`src/rtl/fpu_issue_queue_pkg.sv`:
```
// Shared core package for the FP issue path.
//   opcode_t         FP opcode encoding used by dispatch and the FPU
//   fpu_iq_entry_t   one issue-queue slot: op fields, source tags and ready bits
//   FPU_IQ_N_SRC     sources tracked per op: a, b, c and the FCR source
// Ready bit order in fpu_iq_entry_t.rdy is {fcr, c, b, a}.
package fpu_issue_queue_pkg;

  localparam int LG_PRF_WIDTH = 4;
  localparam int LG_ROB_WIDTH = 4;
  localparam int LG_FCR_WIDTH = 4;
  localparam int FPU_IQ_N_SRC = 4;

  typedef enum logic [3:0] {
    SP_ADD  = 4'd0,
    DP_ADD  = 4'd1,
    SP_SUB  = 4'd2,
    DP_SUB  = 4'd3,
    SP_MUL  = 4'd4,
    DP_MUL  = 4'd5,
    SP_DIV  = 4'd6,
    DP_DIV  = 4'd7,
    SP_MADD = 4'd8,
    DP_MADD = 4'd9,
    SP_CMP  = 4'd10,
    DP_CMP  = 4'd11,
    SP_CVT  = 4'd12,
    DP_CVT  = 4'd13,
    FMOV    = 4'd14,
    FNOP    = 4'd15
  } opcode_t;

  typedef struct packed {
    opcode_t                   opcode;
    logic [LG_ROB_WIDTH-1:0]   rob_ptr;
    logic [LG_PRF_WIDTH-1:0]   dst_ptr;
    logic [LG_FCR_WIDTH-1:0]   fcr_ptr;
    logic [2:0]                fcr_sel;
    logic [LG_PRF_WIDTH-1:0]   src_a_ptr;
    logic [LG_PRF_WIDTH-1:0]   src_b_ptr;
    logic [LG_PRF_WIDTH-1:0]   src_c_ptr;
    logic [LG_FCR_WIDTH-1:0]   src_fcr_ptr;
    logic [FPU_IQ_N_SRC-1:0]   rdy;
  } fpu_iq_entry_t;

endpackage

```
`src/rtl/fpu_issue_queue_if.sv`:
```
// Bundle between dispatch/writeback/FPU and the FP issue queue.
//   slave  : the queue's view (enqueue + wakeup in, issue bundle out)
//   master : the environment's view (drives enqueue, flush and wakeups)
// Handshake: an op transfers at a rising edge where enq_val && enq_rdy.
// enq_rdy depends only on registered state. start is a one-cycle strobe;
// the issue fields hold their last value while start is low.
interface fpu_issue_queue_if #(
  parameter int N_ENTRIES = 4
);
  import fpu_issue_queue_pkg::*;

  localparam int OCC_W = $clog2(N_ENTRIES) + 1;

  logic                    flush;
  logic                    enq_val;
  logic                    enq_rdy;
  opcode_t                 enq_opcode;
  logic [LG_ROB_WIDTH-1:0] enq_rob_ptr;
  logic [LG_PRF_WIDTH-1:0] enq_dst_ptr;
  logic [LG_FCR_WIDTH-1:0] enq_fcr_ptr;
  logic [2:0]              enq_fcr_sel;
  logic [LG_PRF_WIDTH-1:0] enq_src_a_ptr;
  logic [LG_PRF_WIDTH-1:0] enq_src_b_ptr;
  logic [LG_PRF_WIDTH-1:0] enq_src_c_ptr;
  logic [LG_FCR_WIDTH-1:0] enq_src_fcr_ptr;
  logic [3:0]              enq_src_rdy;
  logic                    wake_prf_val;
  logic [LG_PRF_WIDTH-1:0] wake_prf_ptr;
  logic                    wake_fcr_val;
  logic [LG_FCR_WIDTH-1:0] wake_fcr_ptr;
  logic                    start;
  opcode_t                 opcode;
  logic [LG_ROB_WIDTH-1:0] rob_ptr;
  logic [LG_PRF_WIDTH-1:0] dst_ptr;
  logic [LG_FCR_WIDTH-1:0] fcr_ptr;
  logic [2:0]              fcr_sel;
  logic [LG_PRF_WIDTH-1:0] src_a_ptr;
  logic [LG_PRF_WIDTH-1:0] src_b_ptr;
  logic [LG_PRF_WIDTH-1:0] src_c_ptr;
  logic [LG_FCR_WIDTH-1:0] src_fcr_ptr;
  logic [OCC_W-1:0]        occupancy;

  modport slave (
    input  flush, enq_val, enq_opcode, enq_rob_ptr, enq_dst_ptr, enq_fcr_ptr,
           enq_fcr_sel, enq_src_a_ptr, enq_src_b_ptr, enq_src_c_ptr,
           enq_src_fcr_ptr, enq_src_rdy, wake_prf_val, wake_prf_ptr,
           wake_fcr_val, wake_fcr_ptr,
    output enq_rdy, start, opcode, rob_ptr, dst_ptr, fcr_ptr, fcr_sel,
           src_a_ptr, src_b_ptr, src_c_ptr, src_fcr_ptr, occupancy
  );

  modport master (
    output flush, enq_val, enq_opcode, enq_rob_ptr, enq_dst_ptr, enq_fcr_ptr,
           enq_fcr_sel, enq_src_a_ptr, enq_src_b_ptr, enq_src_c_ptr,
           enq_src_fcr_ptr, enq_src_rdy, wake_prf_val, wake_prf_ptr,
           wake_fcr_val, wake_fcr_ptr,
    input  enq_rdy, start, opcode, rob_ptr, dst_ptr, fcr_ptr, fcr_sel,
           src_a_ptr, src_b_ptr, src_c_ptr, src_fcr_ptr, occupancy
  );

endinterface

```
`src/rtl/fpu_iq_wakeup.sv`:
```
// Tag comparison for one op's four sources against the writeback broadcasts.
//   src_*_ptr, rdy_in   source tags and current ready bits {fcr,c,b,a}
//   wake_*              PRF / FCR writeback broadcasts
//   rdy_nxt             ready bits including a same-cycle wakeup hit
module fpu_iq_wakeup
  import fpu_issue_queue_pkg::*;
(
  input  logic [LG_PRF_WIDTH-1:0] src_a_ptr,
  input  logic [LG_PRF_WIDTH-1:0] src_b_ptr,
  input  logic [LG_PRF_WIDTH-1:0] src_c_ptr,
  input  logic [LG_FCR_WIDTH-1:0] src_fcr_ptr,
  input  logic [FPU_IQ_N_SRC-1:0] rdy_in,
  input  logic                    wake_prf_val,
  input  logic [LG_PRF_WIDTH-1:0] wake_prf_ptr,
  input  logic                    wake_fcr_val,
  input  logic [LG_FCR_WIDTH-1:0] wake_fcr_ptr,
  output logic [FPU_IQ_N_SRC-1:0] rdy_nxt
);

  assign rdy_nxt[0] = rdy_in[0] | (wake_prf_val && (src_a_ptr == wake_prf_ptr));
  assign rdy_nxt[1] = rdy_in[1] | (wake_prf_val && (src_b_ptr == wake_prf_ptr));
  assign rdy_nxt[2] = rdy_in[2] | (wake_prf_val && (src_c_ptr == wake_prf_ptr));
  assign rdy_nxt[3] = rdy_in[3] | (wake_fcr_val && (src_fcr_ptr == wake_fcr_ptr));

endmodule

```
`src/rtl/fpu_issue_queue.sv`:
```
// In-order FP issue queue. Holds renamed ops until their sources are ready
// and issues the head op (one per cycle) onto a registered FPU bundle.
//   clk, reset_n   clock and asynchronous active-low reset
//   io (slave)     enqueue, flush, wakeup inputs; start/op/tag outputs,
//                  enq_rdy and occupancy
module fpu_issue_queue
  import fpu_issue_queue_pkg::*;
#(
  parameter int N_ENTRIES = 4
) (
  input  logic                clk,
  input  logic                reset_n,
  fpu_issue_queue_if.slave    io
);

  localparam int PW = $clog2(N_ENTRIES);
  localparam logic [PW:0] FULL_CNT = (PW + 1)'(N_ENTRIES);

  fpu_iq_entry_t           ent_q [N_ENTRIES];
  logic [N_ENTRIES-1:0]    valid_q;
  logic [PW-1:0]           head_q;
  logic [PW-1:0]           tail_q;
  logic [PW:0]             count_q;
  logic [FPU_IQ_N_SRC-1:0] ent_rdy_nxt [N_ENTRIES];
  logic [FPU_IQ_N_SRC-1:0] enq_rdy_nxt;
  fpu_iq_entry_t           enq_ent;
  logic                    enq_fire;
  logic                    issue_fire;

  for (genvar i = 0; i < N_ENTRIES; i++) begin : g_wake
    fpu_iq_wakeup u_wake (
      .src_a_ptr    (ent_q[i].src_a_ptr),
      .src_b_ptr    (ent_q[i].src_b_ptr),
      .src_c_ptr    (ent_q[i].src_c_ptr),
      .src_fcr_ptr  (ent_q[i].src_fcr_ptr),
      .rdy_in       (ent_q[i].rdy),
      .wake_prf_val (io.wake_prf_val),
      .wake_prf_ptr (io.wake_prf_ptr),
      .wake_fcr_val (io.wake_fcr_val),
      .wake_fcr_ptr (io.wake_fcr_ptr),
      .rdy_nxt      (ent_rdy_nxt[i])
    );
  end

  // Incoming op sees the same-cycle broadcast so it is never missed.
  fpu_iq_wakeup u_wake_enq (
    .src_a_ptr    (io.enq_src_a_ptr),
    .src_b_ptr    (io.enq_src_b_ptr),
    .src_c_ptr    (io.enq_src_c_ptr),
    .src_fcr_ptr  (io.enq_src_fcr_ptr),
    .rdy_in       (io.enq_src_rdy),
    .wake_prf_val (io.wake_prf_val),
    .wake_prf_ptr (io.wake_prf_ptr),
    .wake_fcr_val (io.wake_fcr_val),
    .wake_fcr_ptr (io.wake_fcr_ptr),
    .rdy_nxt      (enq_rdy_nxt)
  );

  always_comb begin
    enq_ent             = '0;
    enq_ent.opcode      = io.enq_opcode;
    enq_ent.rob_ptr     = io.enq_rob_ptr;
    enq_ent.dst_ptr     = io.enq_dst_ptr;
    enq_ent.fcr_ptr     = io.enq_fcr_ptr;
    enq_ent.fcr_sel     = io.enq_fcr_sel;
    enq_ent.src_a_ptr   = io.enq_src_a_ptr;
    enq_ent.src_b_ptr   = io.enq_src_b_ptr;
    enq_ent.src_c_ptr   = io.enq_src_c_ptr;
    enq_ent.src_fcr_ptr = io.enq_src_fcr_ptr;
    enq_ent.rdy         = enq_rdy_nxt;
  end

  assign io.enq_rdy   = (count_q != FULL_CNT);
  assign io.occupancy = count_q;
  assign enq_fire     = io.enq_val && io.enq_rdy;
  // Head readiness includes the wakeup bypass for this cycle.
  assign issue_fire   = valid_q[head_q] && (&ent_rdy_nxt[head_q]);

  always_ff @(posedge clk or negedge reset_n) begin
    if (!reset_n) begin
      for (int i = 0; i < N_ENTRIES; i++) ent_q[i] <= '0;
      valid_q        <= '0;
      head_q         <= '0;
      tail_q         <= '0;
      count_q        <= '0;
      io.start       <= 1'b0;
      io.opcode      <= SP_ADD;
      io.rob_ptr     <= '0;
      io.dst_ptr     <= '0;
      io.fcr_ptr     <= '0;
      io.fcr_sel     <= '0;
      io.src_a_ptr   <= '0;
      io.src_b_ptr   <= '0;
      io.src_c_ptr   <= '0;
      io.src_fcr_ptr <= '0;
    end else if (io.flush) begin
      valid_q  <= '0;
      head_q   <= '0;
      tail_q   <= '0;
      count_q  <= '0;
      io.start <= 1'b0;
    end else begin
      for (int i = 0; i < N_ENTRIES; i++) ent_q[i].rdy <= ent_rdy_nxt[i];
      io.start <= issue_fire;
      // With both firing, tail != head: issue needs count>=1, enqueue count<N.
      if (enq_fire) begin
        ent_q[tail_q]   <= enq_ent;
        valid_q[tail_q] <= 1'b1;
        tail_q          <= tail_q + 1'b1;
      end
      if (issue_fire) begin
        valid_q[head_q] <= 1'b0;
        head_q          <= head_q + 1'b1;
        io.opcode       <= ent_q[head_q].opcode;
        io.rob_ptr      <= ent_q[head_q].rob_ptr;
        io.dst_ptr      <= ent_q[head_q].dst_ptr;
        io.fcr_ptr      <= ent_q[head_q].fcr_ptr;
        io.fcr_sel      <= ent_q[head_q].fcr_sel;
        io.src_a_ptr    <= ent_q[head_q].src_a_ptr;
        io.src_b_ptr    <= ent_q[head_q].src_b_ptr;
        io.src_c_ptr    <= ent_q[head_q].src_c_ptr;
        io.src_fcr_ptr  <= ent_q[head_q].src_fcr_ptr;
      end
      case ({enq_fire, issue_fire})
        2'b10:   count_q <= count_q + 1'b1;
        2'b01:   count_q <= count_q - 1'b1;
        default: count_q <= count_q;
      endcase
    end
  end

endmodule

```
`src/flat_wrapper.sv`:
```
// flat-port wrapper written by rule: the top's interface ports become plain ports
module fpu_issue_queue_flat import fpu_issue_queue_pkg::*;
#(
  parameter int N_ENTRIES = 4
)
  (clk, reset_n, io_flush, io_enq_val, io_enq_opcode, io_enq_rob_ptr, io_enq_dst_ptr, io_enq_fcr_ptr, io_enq_fcr_sel, io_enq_src_a_ptr, io_enq_src_b_ptr, io_enq_src_c_ptr, io_enq_src_fcr_ptr, io_enq_src_rdy, io_wake_prf_val, io_wake_prf_ptr, io_wake_fcr_val, io_wake_fcr_ptr, io_enq_rdy, io_start, io_opcode, io_rob_ptr, io_dst_ptr, io_fcr_ptr, io_fcr_sel, io_src_a_ptr, io_src_b_ptr, io_src_c_ptr, io_src_fcr_ptr, io_occupancy);
  fpu_issue_queue_if #(.N_ENTRIES(N_ENTRIES)) io_i ();
  input  logic clk;
  input  logic reset_n;
  input wire logic [$bits(io_i.flush)-1:0] io_flush;
  input wire logic [$bits(io_i.enq_val)-1:0] io_enq_val;
  input wire logic [$bits(io_i.enq_opcode)-1:0] io_enq_opcode;
  input wire logic [$bits(io_i.enq_rob_ptr)-1:0] io_enq_rob_ptr;
  input wire logic [$bits(io_i.enq_dst_ptr)-1:0] io_enq_dst_ptr;
  input wire logic [$bits(io_i.enq_fcr_ptr)-1:0] io_enq_fcr_ptr;
  input wire logic [$bits(io_i.enq_fcr_sel)-1:0] io_enq_fcr_sel;
  input wire logic [$bits(io_i.enq_src_a_ptr)-1:0] io_enq_src_a_ptr;
  input wire logic [$bits(io_i.enq_src_b_ptr)-1:0] io_enq_src_b_ptr;
  input wire logic [$bits(io_i.enq_src_c_ptr)-1:0] io_enq_src_c_ptr;
  input wire logic [$bits(io_i.enq_src_fcr_ptr)-1:0] io_enq_src_fcr_ptr;
  input wire logic [$bits(io_i.enq_src_rdy)-1:0] io_enq_src_rdy;
  input wire logic [$bits(io_i.wake_prf_val)-1:0] io_wake_prf_val;
  input wire logic [$bits(io_i.wake_prf_ptr)-1:0] io_wake_prf_ptr;
  input wire logic [$bits(io_i.wake_fcr_val)-1:0] io_wake_fcr_val;
  input wire logic [$bits(io_i.wake_fcr_ptr)-1:0] io_wake_fcr_ptr;
  output wire logic [$bits(io_i.enq_rdy)-1:0] io_enq_rdy;
  output wire logic [$bits(io_i.start)-1:0] io_start;
  output wire logic [$bits(io_i.opcode)-1:0] io_opcode;
  output wire logic [$bits(io_i.rob_ptr)-1:0] io_rob_ptr;
  output wire logic [$bits(io_i.dst_ptr)-1:0] io_dst_ptr;
  output wire logic [$bits(io_i.fcr_ptr)-1:0] io_fcr_ptr;
  output wire logic [$bits(io_i.fcr_sel)-1:0] io_fcr_sel;
  output wire logic [$bits(io_i.src_a_ptr)-1:0] io_src_a_ptr;
  output wire logic [$bits(io_i.src_b_ptr)-1:0] io_src_b_ptr;
  output wire logic [$bits(io_i.src_c_ptr)-1:0] io_src_c_ptr;
  output wire logic [$bits(io_i.src_fcr_ptr)-1:0] io_src_fcr_ptr;
  output wire logic [$bits(io_i.occupancy)-1:0] io_occupancy;
  assign io_i.flush = io_flush;
  assign io_i.enq_val = io_enq_val;
  assign io_i.enq_opcode = io_enq_opcode;
  assign io_i.enq_rob_ptr = io_enq_rob_ptr;
  assign io_i.enq_dst_ptr = io_enq_dst_ptr;
  assign io_i.enq_fcr_ptr = io_enq_fcr_ptr;
  assign io_i.enq_fcr_sel = io_enq_fcr_sel;
  assign io_i.enq_src_a_ptr = io_enq_src_a_ptr;
  assign io_i.enq_src_b_ptr = io_enq_src_b_ptr;
  assign io_i.enq_src_c_ptr = io_enq_src_c_ptr;
  assign io_i.enq_src_fcr_ptr = io_enq_src_fcr_ptr;
  assign io_i.enq_src_rdy = io_enq_src_rdy;
  assign io_i.wake_prf_val = io_wake_prf_val;
  assign io_i.wake_prf_ptr = io_wake_prf_ptr;
  assign io_i.wake_fcr_val = io_wake_fcr_val;
  assign io_i.wake_fcr_ptr = io_wake_fcr_ptr;
  assign io_enq_rdy = io_i.enq_rdy;
  assign io_start = io_i.start;
  assign io_opcode = io_i.opcode;
  assign io_rob_ptr = io_i.rob_ptr;
  assign io_dst_ptr = io_i.dst_ptr;
  assign io_fcr_ptr = io_i.fcr_ptr;
  assign io_fcr_sel = io_i.fcr_sel;
  assign io_src_a_ptr = io_i.src_a_ptr;
  assign io_src_b_ptr = io_i.src_b_ptr;
  assign io_src_c_ptr = io_i.src_c_ptr;
  assign io_src_fcr_ptr = io_i.src_fcr_ptr;
  assign io_occupancy = io_i.occupancy;
  fpu_issue_queue #(.N_ENTRIES(N_ENTRIES)) u_core (.clk(clk), .reset_n(reset_n), .io(io_i));
endmodule
```
`config.mk`:
```
export PLATFORM = sky130hd
export DESIGN_NAME = fpu_issue_queue_flat
export DESIGN_NICKNAME = d
export VERILOG_FILES = /design/src/rtl/fpu_issue_queue_pkg.sv /design/src/rtl/fpu_issue_queue_if.sv /design/src/rtl/fpu_iq_wakeup.sv /design/src/rtl/fpu_issue_queue.sv /design/src/flat_wrapper.sv
export SDC_FILE = /design/constraint.sdc
export NUM_CORES = 1
export LEC_CHECK = 0
export CORE_UTILIZATION = 30
export CTS_CLUSTER_DIAMETER = 100
export CTS_CLUSTER_SIZE = 10
export DETAILED_ROUTE_END_ITERATION = 8
export PLACE_DENSITY = 0.46
export SLEW_MARGIN = 40
export SYNTH_ARGS = -nofsm -noshare
export SYNTH_HDL_FRONTEND = slang
export SYNTH_SLANG_ARGS = --single-unit
```
`constraint.sdc`:
```
create_clock -name clk -period 4.2 [get_ports clk]
set_clock_uncertainty 0.05 [all_clocks]
set_input_delay 0.84 -clock clk [delete_from_list [all_inputs] [get_ports clk]]
set_output_delay 0.84 -clock clk [all_outputs]
set_load 0.05 [all_outputs]
```
## Word-level counts from Yosys, hierarchy flattened

Cells that the tools add are included.

- Add/subtract/negate cells: 4
- Order comparisons: 7
- Equality and inequality tests: 23
- Mux-type cells: 27
- Bitwise gates (word level): 26
- Reduce and logical (&&, ||, !) cells: 31

Operators with widths:

| kind | count |
|---|---|
| bitwise mux 156 bit | 1 |
| two-way mux 121 bit | 1 |
| two-way mux 39 bit | 3 |
| == test 4 bit | 20 |
| binary-select mux 39 bit (select 2 bit) | 1 |
| demux 39 bit (select 2 bit) | 1 |
| logical AND 1 bit | 25 |
| two-way mux 4 bit | 6 |
| bitwise OR 1 bit | 20 |
| binary-select mux 4 bit (select 2 bit) | 1 |
| two-way mux 2 bit | 4 |
| greater-or-equal comparator 3 bit, second input constant | 2 |
| less-than comparator 2 x 3 -> 1 bit, second input constant | 2 |
| inverter 2 -> 3 bit | 2 |
| case mux 3 bit (2 select lines) | 1 |
| adder 2 x 1 -> 2 bit, second input constant | 2 |
| AND 4 bit | 1 |
| demux 1 bit (select 2 bit) | 2 |
| greater-or-equal comparator 2 x 1 -> 1 bit, second input constant | 2 |
| two-way mux 1 bit | 4 |
| inverter 4 bit | 1 |
| bitwise OR 4 bit | 1 |
| AND reduction 2 bit | 2 |
| AND reduction 4 bit | 1 |
| 11 further kinds | 12 |

- Register bits: 203
- Input port bits: 53
- Output and inout bits: 40
- Logic and storage cells: 172

## Depth between registers and ports, before layout

Gate-level depths: netlist (run 1).

- Word-level depth: 11
- Gate-level depth with buffers: 14
- Depth with buffers taken out: 12

## By module

From an unflattened synthesis (run 1), not the netlist that was laid out.

- Cell total of the unflattened synthesis: 686
- Area total of the unflattened synthesis: 10,458.8 µm²

Modules (own cells, without submodules):

| module | times used | cells each | area each (µm²) | sequential area each (µm²) |
|---|---|---|---|---|
| fpu_issue_queue | 1 | 566 | 9,482.8 | 5,079.9 |
| fpu_iq_wakeup | 5 | 24 | 195.2 | 0.0 |

## Worst setup path before layout (run 1)

OpenSTA, ideal clock, no wires.

- Path type: input port to flip-flop
- Start: input port io_wake_prf_ptr[3]
- End: register u_core.count_q[2] (netlist: u_core.io.occupancy[2])
- Library setup time: 0.139 ns
- Arrival time: 3.580 ns
- Data required time: 4.011 ns
- Setup slack: 0.432 ns
- Stages: 12
- Path buffers: 2
- Path through: buf_4 -> buf_12 -> xor2_2 -> nor4_1 -> o2111a_2 -> o41ai_4 -> nor2_1 -> fa_1 -> and3b_1 -> nand2_1 -> a21oi_1 -> or4b_1

- Word-level cells in the longest chain between the ends: 11
- Elaborated cells between the ends (all ways): 46
- Those cells by class: eq/ne (14); mux (5); bitwise (12); reduce/logical (15)

RTL lines:

| what | line | source |
|---|---|---|
| from (decl) | flat_wrapper.sv:23 | `input wire logic [$bits(io_i.wake_prf_ptr)-1:0] io_wake_prf_ptr;` |
| == test 4 bit, on equally long branches | fpu_iq_wakeup.sv:20, fpu_iq_wakeup.sv:21, fpu_iq_wakeup.sv:22 |  |
| logical AND 1 bit, on equally long branches | fpu_iq_wakeup.sv:20, fpu_iq_wakeup.sv:21, fpu_iq_wakeup.sv:22 |  |
| bitwise OR 1 bit, on equally long branches | fpu_iq_wakeup.sv:20, fpu_iq_wakeup.sv:21, fpu_iq_wakeup.sv:22 |  |
| binary-select mux 4 bit (select 2 bit) * | fpu_issue_queue.sv:77 | `assign issue_fire = valid_q[head_q] && (&ent_rdy_nxt[head_q]);` |
| two-way mux 4 bit (not written as such) * (2 in a row) | fpu_issue_queue.sv:77 |  |
| AND reduction 4 bit * | fpu_issue_queue.sv:77 |  |
| logical AND 1 bit * | fpu_issue_queue.sv:77 |  |
| == test 2 x 1 -> 1 bit / == test 2 bit (equally long branches) | fpu_issue_queue.sv:124 | `case ({enq_fire, issue_fire})` |
| case mux 3 bit (2 select lines) | fpu_issue_queue.sv:124 |  |
| two-way mux 3 bit | fpu_issue_queue.sv:96 | `end else if (io.flush) begin` |
| to (signal assigned) | fpu_issue_queue.sv:125 | `2'b10: count_q <= count_q + 1'b1;` |
| to (signal assigned) | fpu_issue_queue.sv:126 | `2'b01: count_q <= count_q - 1'b1;` |
| to (signal assigned) | fpu_issue_queue.sv:127 | `default: count_q <= count_q;` |
| to (decl) | fpu_issue_queue.sv:23 | `logic [PW:0] count_q;` |

Every way passes the cells marked *; elsewhere a longest branch is shown, timed or not. The select of a mux whose other input is x is not followed.
A chain may end at the register's enable or synchronous reset.

## Worst setup path after layout (run 1)

- Start: input port io_wake_fcr_ptr[0]
- End: register u_core.count_q[2] (netlist: u_core.io.occupancy[2])

- Word-level cells in the longest chain between the ends: 11
- Elaborated cells between the ends (all ways): 22
- Those cells by class: eq/ne (6); mux (5); bitwise (4); reduce/logical (7)

RTL lines:

| what | line | source |
|---|---|---|
| from (decl) | flat_wrapper.sv:25 | `input wire logic [$bits(io_i.wake_fcr_ptr)-1:0] io_wake_fcr_ptr;` |
| == test 4 bit | fpu_iq_wakeup.sv:23 | `assign rdy_nxt[3] = rdy_in[3] \| (wake_fcr_val && (src_fcr_ptr == wake_fcr_ptr));` |
| logical AND 1 bit | fpu_iq_wakeup.sv:23 |  |
| bitwise OR 1 bit | fpu_iq_wakeup.sv:23 |  |
| binary-select mux 4 bit (select 2 bit) * | fpu_issue_queue.sv:77 |  |
| two-way mux 4 bit (not written as such) * (2 in a row) | fpu_issue_queue.sv:77 |  |
| AND reduction 4 bit * | fpu_issue_queue.sv:77 |  |
| logical AND 1 bit * | fpu_issue_queue.sv:77 |  |
| == test 2 x 1 -> 1 bit / == test 2 bit (equally long branches) | fpu_issue_queue.sv:124 |  |
| case mux 3 bit (2 select lines) | fpu_issue_queue.sv:124 |  |
| two-way mux 3 bit | fpu_issue_queue.sv:96 |  |

Marks and branches as above.

==> results of run 1 <==
-- power groups by stage --
stage	clock [W]	sequential [W]	combinational, W
after global placement	0	0.00338	0.00303
after global routing	0.00196	0.00345	0.00332
final	0.00183	0.00335	0.00304
after detailed placement	0	0.00337	0.00306
after CTS	0.00189	0.00335	0.00307
after floorplan	0	0.00370	0.00169
-- layer usage --
layer / vias up / part of all wire [%]
li1: 3492 / -
met3: 40 / 4.1
met1: 3708 / 47
met5: - / 0
met4: 0 / 1.9
met2: 173 / 47
-- worst max-delay path by stage --
stage	end	from
3_3_place_gp	u_core.io.occupancy[2]	io_wake_fcr_ptr[0]
5_1_grt	u_core.io.occupancy[2]	io_wake_fcr_ptr[3]
2_1_floorplan	u_core.io.occupancy[2]	io_wake_prf_ptr[3]
6_report	u_core.io.occupancy[2]	io_wake_fcr_ptr[0]
4_1_cts	u_core.io.occupancy[2]	io_wake_fcr_ptr[0]
3_5_place_dp	u_core.io.occupancy[2]	io_wake_fcr_ptr[0]
-- cells in the final DEF (no fill, tap or decap), drive strengths merged, types with 6 or more instances in the layout --
master and instances:
nand2 434, dfrtp 203, clkdlybuf4s50 90, xor2 58
buf 40, a21oi 37, mux2 36, mux4 36
nor2 34, clkbuf 27, xnor2 24, inv 15
nor3 14, nand3 10, ha 8, a31oi 6
nor4 6
-- cell usage after synthesis, types with 2 or more instances --
master	instances
sky130_fd_sc_hd__buf_2	5
sky130_fd_sc_hd__mux2_4	29
sky130_fd_sc_hd__or4b_1	2
sky130_fd_sc_hd__mux4_2	26
sky130_fd_sc_hd__a31oi_1	6
sky130_fd_sc_hd__a21oi_1	37
sky130_fd_sc_hd__dlygate4sd3_1	2
sky130_fd_sc_hd__a211oi_1	4
sky130_fd_sc_hd__clkbuf_1	40
sky130_fd_sc_hd__a222oi_1	3
sky130_fd_sc_hd__or2_2	4
sky130_fd_sc_hd__mux2i_1	2
sky130_fd_sc_hd__o21ai_0	2
sky130_fd_sc_hd__nor4_1	5
sky130_fd_sc_hd__dfrtp_1	203
sky130_fd_sc_hd__nor3b_1	2
sky130_fd_sc_hd__mux2_2	7
sky130_fd_sc_hd__nand2_1	434
sky130_fd_sc_hd__buf_12	7
sky130_fd_sc_hd__mux4_4	9
sky130_fd_sc_hd__nor3_1	14
sky130_fd_sc_hd__nand3_1	10
sky130_fd_sc_hd__nor2_1	33
sky130_fd_sc_hd__o2111a_1	2
sky130_fd_sc_hd__inv_1	14
sky130_fd_sc_hd__buf_6	5
sky130_fd_sc_hd__buf_1	2
sky130_fd_sc_hd__xnor2_1	24
sky130_fd_sc_hd__xor2_1	57
sky130_fd_sc_hd__nand4_1	2
sky130_fd_sc_hd__ha_1	8
-- critical path, cell delays in order --
cell and delay, ns:
sky130_fd_sc_hd__clkdlybuf4s50_1 0.60, sky130_fd_sc_hd__buf_4 0.17, sky130_fd_sc_hd__xor2_1 0.16, sky130_fd_sc_hd__nor4_1 0.09, sky130_fd_sc_hd__buf_4 0.14, sky130_fd_sc_hd__o211ai_1 0.28, sky130_fd_sc_hd__nor4_2 0.11, sky130_fd_sc_hd__o41ai_4 0.40
sky130_fd_sc_hd__nor2_1 0.10, sky130_fd_sc_hd__fa_1 0.40, sky130_fd_sc_hd__and3b_1 0.19, sky130_fd_sc_hd__nand2_1 0.07, sky130_fd_sc_hd__a21oi_1 0.06, sky130_fd_sc_hd__or4b_1 0.52
-- stage by stage --
step	setup TNS (ns)	instances	power [W]	area, um^2
4_1_cts	0	1563	0.008306	12380
5_1_grt	0	1563	0.008739	12390
2_1_floorplan	0	1019	0.005388	10220
3_3_place_gp	-0.1400	1535	0.006402	11740
6_report	0	1563	0.008216	12390
3_5_place_dp	-0.1329	1535	0.006434	11750
-- cell families (layout without fill, tap and decap cells) --
| group | after synthesis | after routing | synth area share, % |
|---|---|---|---|
| AND/OR/NAND/NOR | 514 | 514 | 20.11 |
| flip-flops | 203 | 203 | 49.72 |
| XOR/XNOR | 83 | 83 | 7.323 |
| buffers and inverters | 77 | 173 | 4.543 |
| multiplexers | 74 | 74 | 13.42 |
| AO/OA/AOI/OAI | 59 | 59 | 3.711 |
| adder cells (fa/ha/maj) | 9 | 9 | 1.176 |
-- layout make-up --
class / instances / share of cell area (%)
tap: 448 / 4.526
multi-input combinational: 739 / 38.10
clock buffer: 26 / 4.910
inverter: 14 / 0.4243
timing repair buffer: 131 / 10.80
sequential: 203 / 41.03
clock inverter: 2 / 0.2020
==> impl_metrics.ini, run 1 <==
[outcome]
status = complete, no violations

[critical_path]
rrSetupSlack_ns = 1.03
worst-r2r-cell-count = 8
path_max_fanout = 4
r2r-start = u_core.head_q[1]
worst_ep_required_time_ns = 4.54
setup.worst_path.class = in2reg
worst-endpoint-arrival_ns = 4.13
end_of_the_worst_register_to_register_path = u_core.io.occupancy[2]
crit_path_start_kind = primary input
worstSetupEndpointType = flop

[routing]
finalWirelength_mm = 29.73
remaining_drc_errors = 0
antenna_left = 0
total_number_of_vias = 7413
route.detailed.wl_per_inst_um = 19.02
drt_iter0_markers = 466
avgViaCountPerCell = 4.743
number_of_iterations_in_the_first_detailed_routing_pass = 7

[clock_tree]
worstSkewPairLatency_ns = 0.53
clk_root_buffer_cell = sky130_fd_sc_hd__clkbuf_16
number_of_cts_inserted_buffers = 24
post_cts_resize_count = 0
tritoncts_clock_tree = done
clock_sink_count = 203
number_of_h_tree_levels = 1
cts_hold_repair.buffers = 0
clk_pin_slew_ns = 0.06
post_cts_buffers = 0
max-clock-path-buffers = 3

[final_layout]
flip_flop_count_of_the_largest_register_all_copies_and_words_added = 156
final_net_count = 1175
areaGrowthSynthToFinish_pct = 21.22
regArea_um2 = 5082
final_util_pct = 36.94
fillerInstances = 3395
multi_input_comb_area_um2 = 4720
largest-register = u_core.ent_q
drive_above_1_share_pct = 13.90
number_of_antenna_diodes = 0

[sta]
worstMarginPinSlew_ns = 0.8402
fin_crit_ns = 3.789
timing.hold.ws_ns = 0.3257
headroom_to_the_max_slew_limit_pct = 43.99
slew_violations = 0
post_route_setup_slack_ns = 0.4111
hold_violations = 0
fmaxAchievable_ghz = 0.2639
period_share_pct = 90.21
rsz0062_at_grt = false
finalSetupViolCount = 0

[pwr]
power.combinational.fraction_pct = 37.0
clock_power_share_pct = 22.2
internal_portion_of_total_power_w = 0.005160
irDropWorstVdd_mv = 0.3011
sequentialPowerShare_pct = 40.8
power.switching_w = 0.003056
p_sw_share_pct = 37.20
total_leakage_power_nw = 5.850
cellPowerDensity_nw_per_um2 = 663.3

[job]
drv_cap = 0

[grt]
busiest_layer = met2
grt_util_all_layers_pct = 17.54
global_routing_usage_on_met2_pct = 28.33
largest_net_degree_at_the_start_of_global_routing = 86
met1_usage_pct = 24.56
grt-ovfl-total = 0
grt_antenna_before_repair = 0
met3_demand_to_capacity_share_in_global_routing_pct = 2.652
grt_pass1_wl_mm = 47.42
vias_in_the_first_global_route = 7836

[synthesis]
syn_inst = 1019
postSynthAreaPerCell_um2 = 10.03
seq_area_frac_synth_pct = 49.72
yosys.cell_types.count = 50
number_of_flops_mapped_to_enable_cells_by_yosys = 0
synth.ff_latch_count = 203
post-synth-top-area-fraction_pct = 49.72
asyncSetResetFlopFracSynth_pct = 100.0
synth_top_cell_by_area = sky130_fd_sc_hd__dfrtp_1
ys_top_cells_by_area = sky130_fd_sc_hd__dfrtp_1 50%, sky130_fd_sc_hd__nand2_1 16%, sky130_fd_sc_hd__mux4_2 5.7%, sky130_fd_sc_hd__xor2_1 4.9%, sky130_fd_sc_hd__mux2_4 4.3%
synth_top_flop_cell = sky130_fd_sc_hd__dfrtp_1
syn-cell-area_um2 = 10220
yosys_warnings = 0
syn_nets = 1081

[placement]
detailedPlace.worstSlack_ns = -0.1329
hpwlAfterDp_mm = 19.00
buffer_ports.inserted = 92
gp_congestion = 0.8641

[die]
dieArea_um2 = 34800
floorplan.initialDensity_pct = 30.47
dieWidth_um = 186.5
floorplan.core_area_um2 = 33530
top_level_ports = 93
rows = 67
die_height_um = 186.5

[worst_hold_path]
min-delay-path-class = in2async
No activity file was read; power rests on OpenSTA's default activity.
==> inputs of run 2 (changes only) <==
--- a/config.mk
+++ b/config.mk
@@ -6,4 +6,5 @@
 export NUM_CORES = 1
 export LEC_CHECK = 0
+export ABC_AREA = 1
 export CORE_UTILIZATION = 30
 export CTS_CLUSTER_DIAMETER = 100
@@ -11,4 +12,5 @@
 export DETAILED_ROUTE_END_ITERATION = 8
 export PLACE_DENSITY = 0.46
+export SETUP_SLACK_MARGIN = 0.2
 export SLEW_MARGIN = 40
 export SYNTH_ARGS = -nofsm -noshare
--- a/constraint.sdc
+++ b/constraint.sdc
@@ -3,3 +3,3 @@
 set_input_delay 0.84 -clock clk [delete_from_list [all_inputs] [get_ports clk]]
 set_output_delay 0.84 -clock clk [all_outputs]
-set_load 0.05 [all_outputs]
+set_load 0.005 [all_outputs]
==> impl_metrics.ini, run 2 <==
[die]
floorplan.core_area_um2 = 32620
dieWidth_um = 184.5
die_height_um = 184.5
dieArea_um2 = 34050
rows = 66
top_level_ports = 93
floorplan.initialDensity_pct = 30.64

[final_layout]
multi_input_comb_area_um2 = 4173
drive_above_1_share_pct = 4.882
flip_flop_count_of_the_largest_register_all_copies_and_words_added = 156
fillerInstances = 3437
final_net_count = 1413
number_of_antenna_diodes = 0
highest_count_cells_in_the_layout_ignoring_fill_and_taps = 381 x sky130_fd_sc_hd__nand2_1, 248 x sky130_fd_sc_hd__o21ai_0, 202 x sky130_fd_sc_hd__dfrtp_1
regArea_um2 = 5081
layout_commonest_cell = sky130_fd_sc_hd__nand2_1
final_cell_count_no_fill = 1794
areaGrowthSynthToFinish_pct = 20.08
largest-register = u_core.ent_q

[pwr]
power.combinational.fraction_pct = 18.9
internal_portion_of_total_power_w = 0.003880
cellPowerDensity_nw_per_um2 = 462.7
power.switching_w = 0.001673
p_sw_share_pct = 30.12
total_leakage_power_nw = 5.739
sequentialPowerShare_pct = 48.2
clock_power_share_pct = 32.9
irDropWorstVdd_mv = 0.2687

[synthesis]
syn_inst = 1280
synth_top_cell_by_area = sky130_fd_sc_hd__dfrtp_1
synth.ff_latch_count = 203
seq_area_frac_synth_pct = 50.83
yosys.cell_types.count = 31
ys_top_cells_by_area = sky130_fd_sc_hd__dfrtp_1 51%, sky130_fd_sc_hd__nand2_1 14%, sky130_fd_sc_hd__o21ai_0 12%, sky130_fd_sc_hd__inv_1 3.8%, sky130_fd_sc_hd__nor2_1 3.8%
asyncSetResetFlopFracSynth_pct = 100.0
postSynthAreaPerCell_um2 = 7.808
synth_top_flop_cell = sky130_fd_sc_hd__dfrtp_1
synth.most_common_cell = sky130_fd_sc_hd__nand2_1
yosys_warnings = 0
post-synth-top-area-fraction_pct = 50.83
syn-cell-area_um2 = 9995
ys_top_cells_by_count = 381 x sky130_fd_sc_hd__nand2_1, 248 x sky130_fd_sc_hd__o21ai_0, 203 x sky130_fd_sc_hd__dfrtp_1, 102 x sky130_fd_sc_hd__inv_1, 102 x sky130_fd_sc_hd__nor2_1
number_of_flops_mapped_to_enable_cells_by_yosys = 0
syn_nets = 1342

[grt]
largest_net_degree_at_the_start_of_global_routing = 73
vias_in_the_first_global_route = 8487
grt_antenna_before_repair = 0
grt-ovfl-total = 0
grt_pass1_wl_mm = 49.04
grt_util_all_layers_pct = 18.62

[placement]
hpwlAfterDp_mm = 19.92
gp_congestion = 0.8585
buffer_ports.inserted = 92
placed_cells = 1767

[clock_tree]
max-clock-path-buffers = 3
clock_sink_count = 203
post_cts_resize_count = 0
tritoncts_clock_tree = done
post_cts_buffers = 0
clk_root_buffer_cell = sky130_fd_sc_hd__clkbuf_16
number_of_cts_inserted_buffers = 24
number_of_h_tree_levels = 1
worstSkewPairLatency_ns = 0.52
clk_pin_slew_ns = 0.06
cts_hold_repair.buffers = 0

[critical_path]
cp_slowest_cell = sky130_fd_sc_hd__clkdlybuf4s50_1
worst-endpoint-arrival_ns = 3.61
r2r-start = u_core.head_q[0]
cp-startpoint = io_wake_prf_ptr[3]
critical-path-top-cell-by-count = sky130_fd_sc_hd__nand2_1
crit_path_start_kind = primary input
crit_family = simple AND/OR/NAND/NOR gates
worst_ep_required_time_ns = 4.55
crit_chain = clkdlybuf4s50_1 > inv_2 > or2_2 > nand3_1 > nor2_1 > nor2_1 > nor2_1 > nand2_1 > nand3_2 > nand3_4 > nor2_1 > fa_1 > xnor2_1 > inv_1 > nand2_1 > nand2_1 > nand2_1 > nand2_1
worstSetupEndpointType = flop
path_max_fanout = 18
buf_inv_stages_crit_path = 3
crit_path_max_incr_delay_ns = 0.69
setup.worst_path.class = in2reg

[worst_hold_path]
min-delay-path-class = in2async

[routing]
avgViaCountPerCell = 4.824
route.detailed.wl_per_inst_um = 17.06
remaining_drc_errors = 0
finalWirelength_mm = 30.61
antenna_left = 0
total_number_of_vias = 8655
drt_iter0_markers = 631
number_of_iterations_in_the_first_detailed_routing_pass = 6

[sta]
slew_violations = 0
totalNegativeSetupSlack_ns = 0
finalSetupViolCount = 0
headroom_to_the_max_slew_limit_pct = 53.94
hold_violations = 0
fin_crit_ns = 3.262
worstMarginPinSlew_ns = 0.6819
fmaxAchievable_ghz = 0.3066
rsz0062_at_grt = false
period_share_pct = 77.66

[outcome]
status = complete, no violations

[job]
drv_cap = 0
-- run 2: changes by cell type after synthesis, sizes merged, moves of 35 or more --
cell   change
xor2      -44
mux4      -36
inv       +92
o21ai    +247
o22ai     +35
nand2     -52
mux2      -36
nor2      +68
-- run 2: worst paths after layout --
kind	end	slack, ns	cells after the start
worst max register to register	u_core.head_q[0]	1.31	10
worst max-delay path	u_core.io.occupancy[2]	0.94	18
max in group asynchronous	u_core.head_q[0]	3.01	2
min in group clk	u_core.ent_q[106]	0.43	2
worst min-delay path	u_core.io.src_b_ptr[1]	0.25	1
worst min register to register	u_core.ent_q[106]	0.43	2
-- run 2: power by group through the flow --
stage | clock [W] | combinational (W) | sequential [W]
finish | 0.00183 | 0.00105 | 0.00268
global route | 0.00197 | 0.00122 | 0.00274
CTS | 0.00189 | 0.00106 | 0.00267
detailed placement | 0 | 0.00106 | 0.00270
global placement | 0 | 0.00105 | 0.00270
floorplan | 0 | 0.000689 | 0.00262
-- run 2: final cells by class --
type / count / share of cell area [%]
Multi-Input combinational cell: 895 / 34.77
Clock buffer: 26 / 5.244
Timing Repair Buffer: 118 / 9.539
Tap cell: 442 / 4.608
Clock inverter: 1 / 0.07298
Sequential cell: 203 / 42.34
Inverter: 109 / 3.430
-- run 2: kinds of logic after synthesis --
logic type	Yosys count	synth area share [%]
AOI/OAI and AO/OA	335	17.75
DFF	203	50.83
and+or+nand+nor	528	20.78
adders and majority gates	9	1.202
xor gates and xnor gates	23	2.016
buffers and inverters	182	7.424
-- run 2: stage by stage --
step | power (W) | util [%] | instance area [um^2] | worst slack (ns) | hold WS (ns)
finish | 0.005553 | 36.79 | 12000 | 0.9383 | 0.2517
global placement | 0.003753 | 34.84 | 11360 | 0.4711 | 0.4112
CTS | 0.005630 | 36.79 | 12000 | 0.9723 | 0.2674
floorplan | 0.003308 | - | 9995 | 1.455 | 0.3978
detailed placement | 0.003760 | 34.84 | 11360 | 0.4425 | 0.4175
global route | 0.005923 | 36.79 | 12000 | 0.6913 | 0.2853
-- run 2: worst reg2reg max path: stages (launching register included) --
cell                      delay, ns
sky130_fd_sc_hd__dfrtp_2       0.60
sky130_fd_sc_hd__inv_2         0.57
sky130_fd_sc_hd__nor2_1        0.10
sky130_fd_sc_hd__o22ai_1       0.38
sky130_fd_sc_hd__nand3_4       0.16
sky130_fd_sc_hd__inv_4         0.12
sky130_fd_sc_hd__nand2_4       0.05
sky130_fd_sc_hd__inv_2         0.34
sky130_fd_sc_hd__buf_4         0.27
sky130_fd_sc_hd__nand2_1       0.09
sky130_fd_sc_hd__o21ai_0       0.09
-- run 2: metal layers --
metal  vias to the layer above  global-route usage (%)  wire length, um  part of all wire, %
li1                       4270                       -                -                    -
met1                      4130                   27.43            15140                   49
met2                       209                   28.30            13430                   44
met3                        46                   2.450             1359                  4.4
met4                         0                   5.233              685                  2.2
met5                         -                       0                0                    0
